File: src/rtl/lcb_distributor_n_pkg.sv
// Shared definitions for the N-channel LCB memory-port distributor:
// state encoding, width helper and the default word widths used by memGrp/lcbFull.
package lcb_distributor_n_pkg;

  localparam int LCB_AW = 10;
  localparam int LCB_DW = 12;

  typedef enum logic [1:0] {
    IDLE = 2'd0,
    OWN  = 2'd1,
    GAP  = 2'd2
  } lcbState_e;

  // Never narrower than one bit, so a two-channel pointer still has a register.
  function automatic int clog2(input int value);
    int result;
    result = 1;
    while ((1 << result) < value) result++;
    return result;
  endfunction

endpackage

File: src/rtl/lcb_distributor_n_rr_arbiter.sv
// Combinational round-robin pick: first eligible channel at or after the pointer,
// wrapping modulo NCH, returned both one-hot and as an index.
module lcb_rr_arbiter
  import lcb_distributor_n_pkg::*;
#(
  parameter int NCH = 4,
  parameter int PW  = clog2(NCH)
) (
  input  logic [NCH-1:0] eligible_i,
  input  logic [PW-1:0]  ptr_i,
  output logic [NCH-1:0] grantOneHot_o,
  output logic [PW-1:0]  grantIdx_o,
  output logic           valid_o
);

  always_comb begin
    int cand;
    logic [PW-1:0] candIdx;
    grantOneHot_o = '0;
    grantIdx_o    = '0;
    valid_o       = 1'b0;
    cand          = 0;
    candIdx       = '0;
    for (int k = 0; k < NCH; k++) begin
      cand = int'(ptr_i) + k;
      if (cand >= NCH) cand = cand - NCH;
      candIdx = PW'(cand);
      if (!valid_o && eligible_i[candIdx]) begin
        valid_o                = 1'b1;
        grantOneHot_o[candIdx] = 1'b1;
        grantIdx_o             = candIdx;
      end
    end
  end

endmodule

File: src/rtl/lcb_distributor_n.sv
// Shares one LCB memory write/old-word read path among NCH lcbFull receivers with
// round-robin ownership, a one-cycle guard gap and a hold-time watchdog.
module lcb_distributor_n
  import lcb_distributor_n_pkg::*;
#(
  parameter int NCH      = 4,
  parameter int AW       = LCB_AW,
  parameter int DW       = LCB_DW,
  parameter int MAX_HOLD = 1024
) (
  input  logic              clk_i,
  input  logic              reset_i,
  input  logic [NCH-1:0]    busy_i,
  output logic [NCH-1:0]    grant_o,
  input  logic [NCH*DW-1:0] wrdOut_i,
  input  logic [NCH*AW-1:0] wrdAddr_i,
  input  logic [NCH-1:0]    wren_i,
  input  logic [NCH*AW-1:0] oldWrdAddr_i,
  input  logic [NCH-1:0]    oldRdEn_i,
  output logic [NCH*DW-1:0] oldWrd_o,
  output logic [DW-1:0]     commWrdOut_o,
  output logic [AW-1:0]     commWrdAddr_o,
  output logic              commWren_o,
  output logic [AW-1:0]     commOldWrdAddr_o,
  output logic              commOldRdEn_o,
  input  logic [DW-1:0]     commOldWrd_i,
  output logic [NCH-1:0]    holdErr_o,
  output logic [NCH-1:0]    dropErr_o,
  input  logic              clrErr_i
);

  localparam int PW = clog2(NCH);
  localparam int CW = clog2(MAX_HOLD);
  localparam logic [CW-1:0] HOLD_LAST = CW'(MAX_HOLD - 1);
  localparam logic [PW-1:0] PTR_LAST  = PW'(NCH - 1);

  lcbState_e      state_q;
  logic [NCH-1:0] grant_q, grantPrev_q;
  logic [NCH-1:0] blocked_q, blocked_d;
  logic [NCH-1:0] holdErr_q, holdErr_d;
  logic [NCH-1:0] dropErr_q, dropErr_d;
  logic [PW-1:0]  owner_q, ptr_q;
  logic [CW-1:0]  holdCnt_q;

  logic [NCH-1:0] eligible, arbOneHot, holdSet, dropSet;
  logic [PW-1:0]  arbIdx;
  logic           arbValid, ownerBusy, holdExpire;

  // A watchdog-released channel stays out of arbitration until its busy drops.
  assign eligible   = busy_i & ~blocked_q;
  assign ownerBusy  = busy_i[owner_q];
  assign holdExpire = (state_q == OWN) && ownerBusy && (holdCnt_q == HOLD_LAST);
  assign holdSet    = holdExpire ? grant_q : '0;
  assign dropSet    = wren_i & ~(grant_q | grantPrev_q);

  lcb_rr_arbiter #(
    .NCH (NCH),
    .PW  (PW)
  ) u_arbiter (
    .eligible_i    (eligible),
    .ptr_i         (ptr_q),
    .grantOneHot_o (arbOneHot),
    .grantIdx_o    (arbIdx),
    .valid_o       (arbValid)
  );

  always_comb begin
    blocked_d = (blocked_q & busy_i) | holdSet;
    holdErr_d = (clrErr_i ? '0 : holdErr_q) | holdSet;
    dropErr_d = (clrErr_i ? '0 : dropErr_q) | dropSet;
  end

  // GAP doubles as an arbitration cycle so back-to-back owners see one dead cycle.
  always_ff @(posedge clk_i) begin
    if (reset_i) begin
      state_q   <= IDLE;
      grant_q   <= '0;
      owner_q   <= '0;
      ptr_q     <= '0;
      holdCnt_q <= '0;
    end else begin
      case (state_q)
        OWN: begin
          if (!ownerBusy || holdExpire) begin
            state_q   <= GAP;
            grant_q   <= '0;
            holdCnt_q <= '0;
          end else begin
            holdCnt_q <= holdCnt_q + CW'(1);
          end
        end
        IDLE, GAP: begin
          holdCnt_q <= '0;
          if (arbValid) begin
            state_q <= OWN;
            grant_q <= arbOneHot;
            owner_q <= arbIdx;
            ptr_q   <= (arbIdx == PTR_LAST) ? '0 : arbIdx + PW'(1);
          end else begin
            state_q <= IDLE;
            grant_q <= '0;
          end
        end
        default: begin
          state_q   <= IDLE;
          grant_q   <= '0;
          holdCnt_q <= '0;
        end
      endcase
    end
  end

  always_ff @(posedge clk_i) begin
    if (reset_i) begin
      grantPrev_q <= '0;
      blocked_q   <= '0;
      holdErr_q   <= '0;
      dropErr_q   <= '0;
    end else begin
      grantPrev_q <= grant_q;
      blocked_q   <= blocked_d;
      holdErr_q   <= holdErr_d;
      dropErr_q   <= dropErr_d;
    end
  end

  // Only the registered owner reaches the memory port; everything else reads as zero.
  always_comb begin
    commWrdOut_o     = '0;
    commWrdAddr_o    = '0;
    commWren_o       = 1'b0;
    commOldWrdAddr_o = '0;
    commOldRdEn_o    = 1'b0;
    oldWrd_o         = '0;
    for (int i = 0; i < NCH; i++) begin
      if (grant_q[i]) begin
        commWrdOut_o           = wrdOut_i[i*DW +: DW];
        commWrdAddr_o          = wrdAddr_i[i*AW +: AW];
        commWren_o             = wren_i[i];
        commOldWrdAddr_o       = oldWrdAddr_i[i*AW +: AW];
        commOldRdEn_o          = oldRdEn_i[i];
        oldWrd_o[i*DW +: DW]   = commOldWrd_i;
      end
    end
  end

  assign grant_o   = grant_q;
  assign holdErr_o = holdErr_q;
  assign dropErr_o = dropErr_q;

endmodule
File: config.mk
export PLATFORM = sky130hd
export DESIGN_NAME = lcb_distributor_n
export DESIGN_NICKNAME = d
export VERILOG_FILES = /design/src/rtl/lcb_distributor_n_pkg.sv /design/src/rtl/lcb_distributor_n_rr_arbiter.sv /design/src/rtl/lcb_distributor_n.sv
export SDC_FILE = /design/constraint.sdc
export NUM_CORES = 1
export LEC_CHECK = 0
export ABC_CLOCK_PERIOD_IN_PS = 2400
export CORE_AREA = 3 3 95 97
export DETAILED_ROUTE_END_ITERATION = 16
export DIE_AREA = 0 0 98 100
export DONT_BUFFER_PORTS = 1
export PLACE_DENSITY = 0.5
export RECOVER_POWER = 100
export SETUP_SLACK_MARGIN = 0.4
export SLEW_MARGIN = 20
export SYNTH_ARGS = -nofsm -noshare
export SYNTH_HDL_FRONTEND = slang
export SYNTH_SLANG_ARGS = --single-unit
File: constraint.sdc
create_clock -name clk_i -period 2.4 [get_ports clk_i]
set_input_delay 0.48 -clock clk_i [delete_from_list [all_inputs] [get_ports clk_i]]
set_output_delay 0.48 -clock clk_i [all_outputs]
set_load 0.03 [all_outputs]
==> flow_summary_export.csv, run 1 <==
group,metric,value,unit
placement,place_ws,227,ps
synth,synth_area,3140,um^2
timing,setup_viol_count_final,0,
synth,syn_area_per_cell,6.97,um^2
global_route,grt_first_pass_wirelength,18.4,mm
pwr,clock_power_share,6.9,%
job,maxCapViolCount,0,
cts,cts_root_buffer,"clkbuf_8",
synth,ys_dominant_reg_cell,"dfxtp_1",
synth,synth_common_cells,"nor2_1, a21oi_1, and2_1",
layout,seq_area,739,um^2
timing,final.setup.worst_slack,189,ps
die,initial_core_util,38.2,%
timing,hold_violations,0,
pwr,switching_power,3.49,mW
placement,placed_cell_area,3690,um^2
worst_hold_path,hold_class,"in2reg",
layout,fin_area,4450,um^2
synth,synth_area_leaders,"dfxtp_1, and2_1, a22oi_1",
critical_path,cp-start-kind,"register",
pwr,p_per_area,1490,nW/um^2
route,top_layer,"met5",
pwr,power.internal,3.15,mW
route,wl_per_cell,22.2,um
route,m1WireLength,5.14,mm
route,wl_met3,1.50,mm
die,die_y,100,um
layout,multi_input_comb_area,2630,um^2
timing,fmax,452,MHz
synth,synth_cell_types,38,
critical_path,end_kind,"primary output",
global_route,grt_max_degree,52,
critical_path,crit_chain,"nor2b_4 > buf_6 > buf_8 > a22oi_2 > nor2_1 > a21oi_2 > o21ai_0 > buf_6",
timing,period_minus_slack,2210,ps
synth,synth_seq_cells,36,
route,vias,3518,
route,dr_wl_met2,6.32,mm
critical_path,cpMostUsedCell,"buf_6",
cts,cts_buffer_depth,2,
critical_path,cpMaxStageDelayCell,"dfxtp_4",
critical_path,crit_arrival,1730,ps
cts,cts_tree,"yes",
route,vias_per_cell,5.88,
die,die_x,98,um
layout,nets,655,
layout,drive_above_1_share,36.7,%
critical_path,crit_type,"reg2out",
synth,synth_area_leader_cell,"dfxtp_1",
cts,clk_pin_slew,70,ps
die,core_area,8220,um^2
critical_path,cp.required,1920,ps
pwr,seq_power_share,13.0,%
die,rows,33,
die,ios,249,
global_route,overflow,0,
cts,cts_buffers,5,
placement,dp_hpwl,9.52,mm
timing,slew_violations,0,
route,drt_iter0_drc,120,
layout,area_growth_syn_to_layout,41.7,%
synth,synth_edf_count,0,
timing,fin_crit_sh,92.1,%
timing,tns,0,ps
timing,fin_skew,5.41,ps
cts,hold_buffers,0,
pwr,p_leak,1.61,nW
die,dieArea,9800,um^2
synth,seq_area_frac_synth,23.0,%
pwr,ir_drop,586,uV
placement,portBuffers,0,
pwr,swShare,52.6,%
route,drt_wl_total,13.3,mm
timing,slew_headroom,47.0,%
synth,async_flop_share,0,%
cts,clk_latency,280,ps
placement,place_congestion,0.857,
route,drc,0,
layout,finish.utilization,54.1,%
synth,netlist.area_leader.share,23.0,%
global_route,grt_pass1_vias,3184,
timing,tightest_slew,791,ps
synth,syn_inst,450,
route,ant_nets,0,
synth,synthesis.nets,614,
layout,fillCellCount,804,
critical_path,r2r_cells,6,
critical_path,cp_max_fo,5,
cts,cts.sink_count,36,
synth,ys_warn_count,0,
route,drt_first_pass_iters,4,
critical_path,critPathMaxStageDelay,370,ps
cts,cts_htree_levels,2,
global_route,grt_antenna_before_repair,5,
timing,rsz0062_at_grt,"yes",
global_route,track_usage,23.9,%
pwr,pwr-share-comb,80.0,%
worst_hold_path,whs_path_depth,1,
status,status,"completed",
synth,yosysMostFrequentCell,"nor2_1",
per-layer routing:
metal	up-vias	GRT usage, %
li1	1676	-
met1	1666	29.8
met2	146	37.0
met3	24	12.1
met4	6	5.54
met5	-	0
layout by cell type, fill, tap and decap left out, types with 7 or more instances in the layout:
| master | count |
|---|---|
| a21oi_1 | 31 |
| a21oi_2 | 19 |
| a22oi_1 | 13 |
| a22oi_2 | 25 |
| and2_0 | 48 |
| buf_12 | 7 |
| buf_4 | 21 |
| buf_6 | 29 |
| clkbuf_2 | 7 |
| clkbuf_8 | 7 |
| dfxtp_1 | 31 |
| ha_1 | 8 |
| mux4_2 | 7 |
| nand2_1 | 46 |
| nor2_1 | 57 |
| nor2b_1 | 12 |
| o21ai_0 | 10 |
| o21ai_2 | 29 |
flip-flops by register name, summed over array words and instances (netlist names), named ones only:
name / count
owner_q: 2
blocked_q: 4
ptr_q: 1
grant_o: 4
holdCnt_q: 10
state_q: 2
holdErr_o: 4
dropErr_o: 4
grantPrev_q: 4
metrics by stage:
stage | total power [mW] | instances | hold slack, ps
finish | 6.64 | 598 | 265
global route | 7.03 | 596 | 246
CTS | 6.00 | 584 | 252
detailed placement | 5.22 | 563 | 400
global placement | 5.20 | 563 | 404
floorplan | 4.13 | 450 | 390
timing repair:
| item | in CTS | in global routing |
|---|---|---|
| setup endpoints to repair | 51 | 62 |
| gates cloned | 1 | 5 |
| resized for setup | 12 | 99 |
| buffers inserted | 13 | 7 |
| pin swaps | 3 | 27 |
layout make-up:
class	instances	share of cell area [%]
Antenna cell	2	0.113
Clock buffer	7	2.17
Inverter	5	0.591
Multi-Input combinational cell	372	59.2
Sequential cell	36	16.6
Tap cell	105	2.95
Timing Repair Buffer	71	18.4
critical path, delay by kind of cell (launching register included):
kind	cells	cell delay [ps]
AOI/OAI and AO/OA	3	330
buffers and inverters	3	450
DFF	1	370
and+or+nand+nor	2	300
path summary, 6_finish.rpt:
kind                start                  end  slack [ps]
max            grant_o[1]  commOldWrdAddr_o[1]         190
min               reset_i         holdErr_o[2]         260
max reg2reg  blocked_q[2]             ptr_q[1]         320
min reg2reg    state_q[1]           state_q[1]         410
kinds of logic after synthesis:
kind of cell / synth area share, %
adders and majority gates: 3.59
xor gates and xnor gates: 2.23
buffers and inverters: 5.18
muxes: 6.62
DFF: 23.0
AOI/OAI and AO/OA: 29.3
and+or+nand+nor: 30.1
power by group through the flow:
stage	logic [mW]	clock network [mW]	registers, mW
after floorplan	3.25	0	0.871
after global placement	4.29	0	0.907
after detailed placement	4.32	0	0.906
after CTS	4.67	0.474	0.856
after global routing	5.65	0.507	0.879
final	5.32	0.460	0.866
Note: power is estimated with default switching activity, not from simulation.
==> run 2: changes to the inputs <==
--- a/config.mk
+++ b/config.mk
@@ -16,4 +16,5 @@
 export SLEW_MARGIN = 20
 export SYNTH_ARGS = -nofsm -noshare
 export SYNTH_HDL_FRONTEND = slang
+export SYNTH_HIERARCHICAL = 1
 export SYNTH_SLANG_ARGS = --single-unit
==> flow_summary_export.csv, run 2 <==
group,metric,value,unit
cts,cts.sink_count,36,
global_route,track_usage,23.6,%
timing,fmax,441,MHz
critical_path,cp.required,1920,ps
route,drt_wl_total,13.0,mm
layout,fillCellCount,661,
timing,tightest_slew,772,ps
global_route,grt_max_degree,62,
cts,clk_latency,290,ps
layout,mostFrequentLayoutCell,"and2_0",
layout,multi_input_comb_area,3120,um^2
synth,ys_warn_count,6,
placement,dp_hpwl,9.69,mm
job,maxCapViolCount,0,
placement,dp.cells,523,
synth,seq_area_frac_synth,23.0,%
global_route,overflow,0,
route,vias_per_cell,5.98,
timing,fin_skew,7.91,ps
cts,hold_buffers,0,
synth,synth_area,3130,um^2
route,top_layer,"met5",
synth,synth_common_cells,"and2_1, nor2b_1, nand2_1",
synth,netlist.area_leader.share,23.0,%
global_route,grt_pass1_vias,3152,
worst_hold_path,hold_class,"in2reg",
critical_path,crit_arrival,1790,ps
placement,place_congestion,0.840,
cts,cts_root_buffer,"clkbuf_8",
pwr,ir_drop,593,uV
layout,drive_above_1_share,42.6,%
layout,largest-register,"holdCnt_q",
route,m1WireLength,5.20,mm
timing,tns,0,ps
route,vias,3351,
route,wl_per_cell,23.2,um
die,core_area,8220,um^2
global_route,grt_first_pass_wirelength,18.4,mm
critical_path,cp_max_fo,10,
cts,cts_buffer_depth,2,
status,status,"completed",
cts,cts_buffers,5,
layout,layout_common_cells,"and2_0, nor2b_1, buf_12",
layout,seq_area,732,um^2
die,initial_core_util,38.1,%
critical_path,end_kind,"primary output",
timing,period_minus_slack,2270,ps
synth,synth_edf_count,0,
die,die_x,98,um
die,ios,249,
layout,area_growth_syn_to_layout,71.2,%
timing,rsz0062_at_grt,"yes",
critical_path,crit_type,"reg2out",
route,drc,0,
synth,synth_area_leaders,"dfxtp_1, and2_1, nor2b_1",
pwr,p_per_area,1420,nW/um^2
die,rows,33,
pwr,p_leak,1.86,nW
synth,synth_seq_cells,36,
timing,slew_violations,0,
synth,synth_cell_types,43,
timing,hold_violations,0,
cts,cts_tree,"yes",
die,die_y,100,um
critical_path,reg2reg_setup_slack,140,ps
synth,yosysMostFrequentCell,"and2_1",
synth,async_flop_share,0,%
die,dieArea,9800,um^2
cts,cts_htree_levels,2,
route,drt_iter0_drc,124,
critical_path,cp-start-kind,"register",
timing,setup_viol_count_final,0,
route,wl_met3,1.13,mm
route,dr_wl_met2,6.49,mm
route,ant_nets,0,
placement,portBuffers,0,
synth,syn_inst,397,
layout,antennaDiodeCount,0,
synth,synthesis.nets,559,
route,drt_first_pass_iters,4,
layout,fin_cells,560,
layout,nets,616,
timing,fin_crit_sh,94.5,%
layout,largest_reg_flops,10,
cts,clk_pin_slew,70,ps
timing,slew_headroom,48.4,%
global_route,grt_antenna_before_repair,1,
synth,syn_area_per_cell,7.89,um^2
synth,synth_area_leader_cell,"dfxtp_1",
synth,ys_dominant_reg_cell,"dfxtp_1",
==> run 2: cell count changes after synthesis, sizes merged, moves of 6 or more <==
| cell | change |
|---|---|
| a21oi | -44 |
| nor2 | -36 |
| nor2b | +35 |
| o21ai | -34 |
| o31ai | +34 |
| a221oi | +32 |
| a22oi | -30 |
| a211oi | -6 |
| nand2b | -6 |
==> run 2: cells by family (layout without fill, tap and decap cells) <==
| group | Yosys count | in the layout | share of synthesized area, % |
|---|---|---|---|
| AOI/OAI and AO/OA | 107 | 107 | 27.3 |
| and+or+nand+nor | 187 | 187 | 33.4 |
| buffers and inverters | 40 | 98 | 5.48 |
| DFF | 36 | 36 | 23.0 |
| xor gates and xnor gates | 8 | 8 | 2.24 |
| muxes | 12 | 12 | 5.76 |
| adders and majority gates | 7 | 7 | 2.80 |
==> run 2: routing by layer <==
metal	track usage, %	vias up
met5	0	-
met4	4.47	2
met3	8.96	14
met2	39.5	131
met1	29.2	1644
li1	-	1560
==> run 2: where the power goes <==
part           switching [mW]  total, mW  internal, mW
Clock                   0.210      0.476         0.266
Combinational            3.17       6.34          3.17
Sequential              0.117      0.805         0.688
==> run 2: area by class of cell <==
type	instances	share of cell area, %
Clock buffer	7	1.82
Clock inverter	1	0.0934
Inverter	4	0.327
Multi-Input combinational cell	321	58.3
Sequential cell	36	13.7
Tap cell	105	2.45
Timing Repair Buffer	86	23.4
==> run 2: repair_timing <==
| action | in CTS | in global routing |
|---|---|---|
| pin swaps | 6 | 7 |
| buffers inserted | 20 | 6 |
| cloned | 2 | 1 |
| endpoints found under the setup margin | 67 | 43 |
| resized for setup | 50 | 34 |
==> run 2: final timing paths <==
kind | start | to | cells after the start
worst min register to register | holdCnt_q[0] | holdCnt_q[0] | 1
worst min-delay path | reset_i | state_q[0] | 1
worst max-delay path | grant_o[1] | commWrdAddr_o[7] | 7
worst max register to register | ptr_q[0] | ptr_q[1] | 10
==> run 2: worst max-delay path, stage by stage (launching register included) <==
cell and delay (ps):
dfxtp_4 360, nor2b_1 260, buf_12 170, buf_12 100, buf_16 130, a221oi_2 70
o31ai_4 240, buf_12 160
==> run 2: stage by stage <==
| step | utilization, % | instance area [um^2] | hold WS [ps] | power, mW | setup slack [ps] |
|---|---|---|---|---|---|
| floorplan | - | 3690 | 418 | 4.06 | 7.84 |
| global placement | 55.6 | 4560 | 435 | 6.24 | 37.7 |
| detailed placement | 55.6 | 4560 | 440 | 6.29 | 3.95 |
| CTS | 62.4 | 5130 | 243 | 7.36 | 207 |
| global route | 65.2 | 5360 | 243 | 7.94 | 66.2 |
| finish | 65.2 | 5360 | 257 | 7.62 | 132 |
==> run 3: changes to the inputs <==
==> constraint.sdc (replaced) <==
create_clock -name clk_i -period 2.4 [get_ports clk_i]
set_input_delay 0.24 -clock clk_i [delete_from_list [all_inputs] [get_ports clk_i]]
set_output_delay 0.24 -clock clk_i [all_outputs]
set_load 0.03 [all_outputs]
==> flow_summary_export.csv, run 3 (synthesized netlist as in run 2, its figures left out) <==
group,metric,value,unit
timing,tightest_slew,1110,ps
pwr,p_per_area,1290,nW/um^2
critical_path,reg2reg_setup_slack,120,ps
timing,tns,0,ps
layout,layout_common_cells,"nor2b_1, nand2_1, and2_0",
layout,drive_above_1_share,26.4,%
critical_path,r2r_cells,9,
die,dieArea,9800,um^2
critical_path,cp.required,2580,ps
layout,mostFrequentLayoutCell,"nor2b_1",
timing,period_minus_slack,2280,ps
timing,hold_violations,0,
critical_path,cp-start-kind,"register",
layout,largest-register,"holdCnt_q",
route,drc,0,
critical_path,crit_arrival,2460,ps
global_route,grt_first_pass_wirelength,17.6,mm
timing,setup_viol_count_final,0,
pwr,p_leak,1.36,nW
worst_hold_path,min_from,"reset_i",
timing,fmax,438,MHz
die,die_y,100,um
layout,largest_reg_flops,10,
route,drt_wl_total,12.1,mm
timing,fin_skew,8.59,ps
pwr,clock_power_share,8.7,%
job,maxCapViolCount,0,
die,die_x,98,um
cts,clk_latency,290,ps
critical_path,critPathMaxStageDelay,400,ps
critical_path,cp_max_fo,7,
global_route,track_usage,22.7,%
critical_path,r2r-start,"ptr_q[0]",
timing,slew_headroom,26.1,%
placement,dp.cells,518,
cts,cts_root_buffer,"clkbuf_8",
critical_path,crit_type,"reg2reg",
cts,clk_pin_slew,80,ps
critical_path,crit_chain,"inv_4 > ha_4 > mux4_2 > nor4b_4 > nor2_1 > a32o_2 > ha_4 > mux2i_1 > nor2_1",
route,vias_per_cell,5.93,
route,drt_iter0_drc,140,
route,drt_first_pass_iters,4,
critical_path,rr_endpoint,"ptr_q[1]",
worst_hold_path,whs_path_depth,1,
route,ant_nets,0,
global_route,grt_max_degree,53,
cts,cts_buffer_depth,2,
pwr,seq_power_share,17.0,%
cts,cts_buffers,5,
critical_path,cpLargestDelayFamily,"multiplexers",
critical_path,end_kind,"register",
pwr,ir_drop,586,uV
timing,fin_crit_sh,95.1,%
die,initial_core_util,38.1,%
timing,rsz0062_at_grt,"yes",
pwr,switching_power,2.77,mW
critical_path,critPathBufInv,1,
worst_hold_path,min_to,"state_q[0]",
status,status,"completed",
worst_hold_path,hold_class,"in2reg",
global_route,overflow,0,
placement,dp_hpwl,9.41,mm
global_route,grt_antenna_before_repair,6,
placement,place_congestion,0.873,
pwr,pwr-share-comb,74.3,%
layout,area_growth_syn_to_layout,22.3,%
cts,cts_tree,"yes",
layout,fin_cells,542,
layout,nets,596,
die,ios,249,
die,core_area,8220,um^2
layout,fillCellCount,845,
global_route,grt_pass1_vias,3073,
cts,cts_htree_levels,2,
route,vias,3215,
timing,slew_violations,0,
route,wl_per_cell,22.4,um
pwr,power.internal,2.18,mW
critical_path,cpMaxStageDelayCell,"dfxtp_4",
cts,cts.sink_count,36,
pwr,total_power,4.95,mW
pwr,swShare,55.9,%
placement,portBuffers,0,
die,rows,33,
==> run 3: changes by cell type in the layout (fill, tap and decap cells not counted), moves of 3 or more <==
cell / change
buf_6: -11
and2_1: +9
and2_0: -9
a221oi_2: -18
buf_12: -41
a221oi_4: -14
clkbuf_2: +14
o31ai_1: +3
o31ai_4: -33
clkbuf_1: +17
a221oi_1: +32
o31ai_2: +30
==> run 3: final cells by class <==
| cell class | count | area, um^2 | area share (%) |
|---|---|---|---|
| antenna | 2 | 5.00 | 0.131 |
| clock inverter | 3 | 18.8 | 0.490 |
| multi-input combinational | 321 | 2440 | 63.6 |
| tap | 105 | 131 | 3.43 |
| inverter | 4 | 17.5 | 0.458 |
| clock buffer | 5 | 68.8 | 1.80 |
| sequential | 36 | 732 | 19.1 |
| timing repair buffer | 66 | 419 | 10.9 |
==> run 3: metal layers <==
metal	global-route usage, %	part of all wire, %	vias to the layer above
met5	0	0.44	-
li1	-	-	1518
met2	36.3	47	141
met4	4.90	1.3	8
met3	10.0	11	18
met1	28.6	40	1530
==> run 3: worst max path at each step <==
stage | from | endpoint | slack, ps | depth (start not counted)
6_report | ptr_q[0] | ptr_q[1] | 120 | 9
5_1_grt | ptr_q[0] | ptr_q[1] | 30 | 10
4_1_cts | ptr_q[0] | ptr_q[1] | 160 | 9
3_5_place_dp | ptr_q[1] | ptr_q[1] | 2 | 9
3_3_place_gp | ptr_q[1] | ptr_q[1] | 30 | 9
2_1_floorplan | ptr_q[0] | ptr_q[1] | 10 | 11
==> run 3: metrics by stage <==
step | utilization, % | instance area (um^2) | hold WS [ps] | worst slack, ps
6_report | 46.6 | 3830 | 10.6 | 117
5_1_grt | 46.6 | 3830 | 1.36 | 29.1
4_1_cts | 47.4 | 3890 | 0.0595 | 160
3_5_place_dp | 45.1 | 3710 | 313 | 1.83
3_3_place_gp | 45.1 | 3710 | 310 | 26.9
2_1_floorplan | - | 3320 | 379 | 12.1
==> run 3: timing repair <==
item                                    CTS  global route
resized for setup                        11            10
setup buffers                             7             5
gates cloned                              0             0
pin swaps                                 5             7
endpoints found under the hold margin     3             2
endpoints found under the setup margin   42            33
hold buffers                              1             1
==> run 3: power groups by stage <==
stage | Sequential (mW) | Clock [mW] | Combinational [mW]
finish | 0.843 | 0.431 | 3.68
global route | 0.864 | 0.469 | 3.94
CTS | 0.849 | 0.446 | 3.90
detailed placement | 0.858 | 0 | 3.76
global placement | 0.856 | 0 | 3.73
floorplan | 0.816 | 0 | 2.77
